==> src/rtl/slice_result_collector.sv <==
// Buffers one 64-line frame of 25-bit slice results, then drains it in line order
// over a valid/ready stream. Define PARITY_EN to build the registered out_parity bit.
module slice_result_collector #(
  parameter int WIDTH = 25,
  parameter int DEPTH = 64,
  parameter int AW    = 6
) (
  input  logic             clk,
  input  logic             rst,
  input  logic             start,
  input  logic             res_valid,
  input  logic [WIDTH-1:0] res_data,
  output logic             out_valid,
  input  logic             out_ready,
  output logic [WIDTH-1:0] out_data,
  output logic [AW-1:0]    out_index,
  output logic             out_parity,
  output logic             busy,
  output logic             frame_done,
  output logic             overflow
);

  typedef enum logic [1:0] {IDLE, COLLECT, DRAIN} state_t;

  localparam logic [AW-1:0] LAST = AW'(DEPTH - 1);

  state_t state, state_next;
  logic [AW-1:0] wr_ptr, rd_ptr;
  logic [WIDTH-1:0] slice_mem [DEPTH];

  logic wr_en, load, accept;

  // start overrides everything else in the cycle it is seen
  assign wr_en  = (state == COLLECT) && res_valid && !start;
  assign load   = (state == DRAIN) && !out_valid && !start;
  assign accept = (state == DRAIN) && out_valid && out_ready && !start;
  assign busy   = (state != IDLE);

  always_ff @(posedge clk or posedge rst) begin
    if (rst) state <= IDLE;
    else     state <= state_next;
  end

  always_comb begin
    state_next = state;
    if (start) begin
      state_next = COLLECT;
    end else begin
      case (state)
        COLLECT: if (res_valid && wr_ptr == LAST) state_next = DRAIN;
        DRAIN:   if (out_valid && out_ready && rd_ptr == LAST) state_next = IDLE;
        default: state_next = state;
      endcase
    end
  end

  always_ff @(posedge clk) begin
    if (wr_en) slice_mem[wr_ptr] <= res_data;
  end

  always_ff @(posedge clk or posedge rst) begin
    if (rst) begin
      wr_ptr     <= '0;
      rd_ptr     <= '0;
      out_valid  <= 1'b0;
      out_data   <= '0;
      out_index  <= '0;
      frame_done <= 1'b0;
      overflow   <= 1'b0;
    end else begin
      frame_done <= 1'b0;
      if (start) begin
        wr_ptr    <= '0;
        rd_ptr    <= '0;
        out_valid <= 1'b0;
        overflow  <= 1'b0;
      end else begin
        if (res_valid && state != COLLECT) overflow <= 1'b1;
        if (wr_en) wr_ptr <= wr_ptr + 1'b1;
        // One entry every two cycles: present, accept, then fetch the next
        if (load) begin
          out_valid <= 1'b1;
          out_data  <= slice_mem[rd_ptr];
          out_index <= rd_ptr;
        end
        if (accept) begin
          out_valid <= 1'b0;
          rd_ptr    <= rd_ptr + 1'b1;
          if (rd_ptr == LAST) frame_done <= 1'b1;
        end
      end
    end
  end

`ifdef PARITY_EN
  always_ff @(posedge clk or posedge rst) begin
    if (rst)       out_parity <= 1'b0;
    else if (load) out_parity <= ^slice_mem[rd_ptr];
  end
`else
  assign out_parity = 1'b0;
`endif

endmodule

==> config.mk <==
export PLATFORM = sky130hd
export DESIGN_NAME = slice_result_collector
export DESIGN_NICKNAME = d
export VERILOG_FILES = /design/src/rtl/slice_result_collector.sv
export SDC_FILE = /design/constraint.sdc
export NUM_CORES = 2
export LEC_CHECK = 0
export BUFFER_PORTS_ARGS = -buffer_cell sky130_fd_sc_hd__buf_4
export CELL_PAD_IN_SITES_DETAIL_PLACEMENT = 1
export CELL_PAD_IN_SITES_GLOBAL_PLACEMENT = 2
export CORE_MARGIN = 3
export CORE_UTILIZATION = 31
export CTS_CLUSTER_SIZE = 30
export DETAILED_ROUTE_END_ITERATION = 12
export HOLD_SLACK_MARGIN = 0.05
export PLACE_DENSITY = 0.62
export SLEW_MARGIN = 40
export SYNTH_ARGS = -nofsm -noshare
export SYNTH_HDL_FRONTEND = slang
export SYNTH_SLANG_ARGS = --single-unit
==> constraint.sdc <==
create_clock -name clk -period 3.1 [get_ports clk]
set_clock_uncertainty 0.1 [all_clocks]
set_input_delay 0.62 -clock clk [delete_from_list [all_inputs] [get_ports clk]]
set_output_delay 0.62 -clock clk [all_outputs]
set_load 0.05 [all_outputs]
==> parameters.txt <==
Parameter                              Value

Run status
  Run status    finished clean

Timing
  Minimum clock period after layout    2980 ps
  Hold Fails Final Rpt    0
  Relative slew slack    43.6%
  Pins over their slew limit    0
  RSZ-0062 raised after global routing    no
  Setup violation total in the final timing report    0
  Maximum clock rate    336 MHz
  Period utilization    96.1%
  Least-Margin Pin Slew    845 ps
  Worst slack on hold paths    126 ps

Drt
  Detailed-route DRC error count    0
  Detailed-route vias per instance    5.14
  Routed wire length per instance    30.1 um
  Via count    30900
  Number of design-rule violations left by the first detailed-router iteration    2851
  Total wirelength of the detailed-routed design    181000 um
  Count of antenna-violating nets left after detailed routing    0
  Initial DRT Pass Iterations    5

Logic synthesis
  Syn Std Cell Area    63400 sq um
  Sequential fraction of the synthesis area    77.7%
  Number of warnings issued by yosys    0
  Number of enable flip-flop cells after synthesis    1600
  Post-synth top area share    75.8%
  Cell count after synthesis    2853
  Most used flip-flop cell after synthesis    edfxtp_1
  Cell type contributing the most total cell area after synthesis    edfxtp_1
  Top cells by area, synth    edfxtp_1 (76%), mux4_2 (14%), mux2i_1 (2.1%), dfrtp_1 (1.9%), mux2_2 (1.5%)
  Synthesized netlist net count    2885
  Unique masters post-synth    45
  Ys async rst share    2.91%
  Synthesized flop and latch total    1648
  Mean instance size in the synthesized netlist    22.2 sq um

Floorplanning
  Die Outline Area    210000 sq um
  Count of boundary I/O pins    66
  FP Rows    165
  Initial Util    31.3%
  Vertical die dimension    458 um
  Area of the core region    203000 sq um
  Die Width    458 um

Worst setup path
  Critical path fanouts, max    31
  CP startpoint kind    flip-flop
  CP arrival    3540 ps
  Data required time of the critical path    3660 ps
  Crit-path max cell delay    570 ps
  Type of the setup path with the least slack    flip-flop to flip-flop
  Series of cell instances along the critical path    buf_12 > buf_12 > buf_4 > mux4_2 > mux4_2 > nand2b_1 > nand3_1 > o21ai_1
  Critical Path Slowest Stage Cell    dfrtp_4
  Largest delay contributor family on the critical path    multiplexers
  Worst Path Buf+Inv    3
  Endpoint class of the critical path    flip-flop

Global route
  Number of antenna violations at the first check in global routing    8
  Maximum number of pins on one net before global-route repair    67
  GR Overflow Total    0
  Wire length of the first global-routing pass    256000 um
  Number of global-route vias before repair    32500
  Global-route usage over all layers    17.2%

Power
  Static Leakage    0.0230 uW
  Peak supply drop    516 uV
  Power per unit of standard cell area    603 nW/um^2
  Total Power    45700 uW

Worst hold path
  Type of the worst min-delay path    input pin to flip-flop

Finish
  Nets    3221
  Post-route standard cell area excluding fillers    75800 sq um
  Fillcell total    19500
  Relative area change from synthesis to final layout    19.6%
  Fraction of final layout cells sized beyond drive strength 1    33.4%

CTS
  Deepest clock path buffer count    3
  CTS tree    done
  Total clock buffers created by CTS    173
  Clock network latency to the later pin of the worst-skew pair    820 ps
  Clk sink count    1648
  Clock slew at the register clock pins of the worst setup and hold paths    60 ps
  CTS HTree Levels    4
  CTS root buf    clkbuf_16

Placement
  Port Buffers    64
  Detailed Place HPWL    106000 um
  Gpl congestion    0.783
  DP Area    70000 sq um

Run
  Count of maximum capacitance violations    0
==> registers in the layout (all words and copies together), names as in the netlist <==
name        cells
frame_done      1
out_data       25
out_index       6
out_valid       1
overflow        1
rd_ptr          6
slice_mem    1600
state           2
wr_ptr          6
==> layout make-up <==
type                            count  area, sq um  share of cell area (%)
Clock inverter                    104          993                    1.31
Tap cell                         2672         3340                    4.41
Antenna cell                        5         12.5                  0.0165
Multi-Input combinational cell   1042        13800                    18.2
Timing Repair Buffer              321         3740                    4.93
Sequential cell                  1648        49300                    65.0
Inverter                            3         11.3                  0.0149
Clock buffer                      217         4620                    6.09
==> cells in the final DEF (no fill, tap or decap), types with 24 or more instances in the layout <==
| master | instances |
|---|---|
| buf_12 | 102 |
| o221ai_1 | 32 |
| buf_4 | 209 |
| mux4_2 | 382 |
| o22ai_1 | 29 |
| nand3_1 | 30 |
| clkbuf_1 | 35 |
| nor2_1 | 63 |
| mux2_2 | 85 |
| clkbuf_16 | 176 |
| dfrtp_1 | 43 |
| nor2_4 | 64 |
| edfxtp_1 | 1600 |
| a21oi_1 | 24 |
| nand2_1 | 48 |
| a22oi_1 | 40 |
| clkinv_1 | 37 |
| mux2i_1 | 130 |
| clkinv_2 | 35 |
==> report_power, final <==
group / internal, uW / switching (uW)
logic: 99.4 / 549
registers: 24500 / 16.4
clock network: 11900 / 8690
==> path summary, 6_finish.rpt <==
check / start / slack [ps] / cells past startpoint / endpoint
min in group asynchronous: rst / 300 / 4 / out_index[5]
max: rd_ptr[1] / 120 / 8 / out_data[6]
max reg2reg: rd_ptr[1] / 120 / 8 / out_data[6]
max in group asynchronous: rst / 2200 / 4 / rd_ptr[0]
min reg2reg: out_index[5] / 380 / 2 / out_index[5]
min: res_data[12] / 130 / 1 / slice_mem[26][12]
==> worst reg2reg max path: stages, from the launching register on <==
cell	delay (ps)
dfrtp_4	570
buf_12	230
buf_12	280
buf_4	250
mux4_2	320
mux4_2	510
nand2b_1	220
nand3_1	230
o21ai_1	120
==> per-stage QoR <==
step,setup WS [ps],utilization (%),setup TNS [ps],std cells
floorplan,-84.2,-,-53790,2853
detailed placement,-37.2,34.5,-63.9,5675
finish,121,37.4,0,6012
global placement,-69.5,34.5,-109,5674
global route,49.6,37.4,0,6008
CTS,27.9,37.3,0,6000
==> kinds of logic after synthesis <==
family | after synthesis | share of synthesized area (%)
other cells | 1 | 0.00591
xor+xnor | 9 | 0.124
compound gates | 164 | 1.76
mux | 598 | 17.1
simple gates | 268 | 1.92
flops | 1648 | 77.7
buf+inv | 163 | 1.32
fa+ha+maj | 2 | 0.0395
==> per-layer routing <==
metal,wire [um],vias to the layer above,track usage (%)
met5,0,-,0
met1,78400,17200,23.4
met4,5400,0,5.66
met2,89400,807,28.6
li1,-,12700,-
met3,7890,217,2.18
==> Yosys cell counts (23+ instances only) <==
cell,n
nand3_1,30
edfxtp_1,1600
a21oi_1,24
mux4_2,382
mux2i_1,131
dfrtp_1,48
nand2_1,48
nor2_1,128
o221ai_1,32
a22oi_1,40
mux2_2,85
o22ai_1,29
nand2b_1,23
buf_2,51
clkbuf_1,64
==> timing repair <==
| action | CTS | global route |
|---|---|---|
| endpoints found under the setup margin | 3 | 1 |
| gates resized for setup | 1 | 0 |
| buffers inserted | 1 | 3 |
| hold buffers | 3 | 0 |
| hold endpoints to repair | 53 | 0 |
Note: power is estimated with default switching activity, not from simulation.
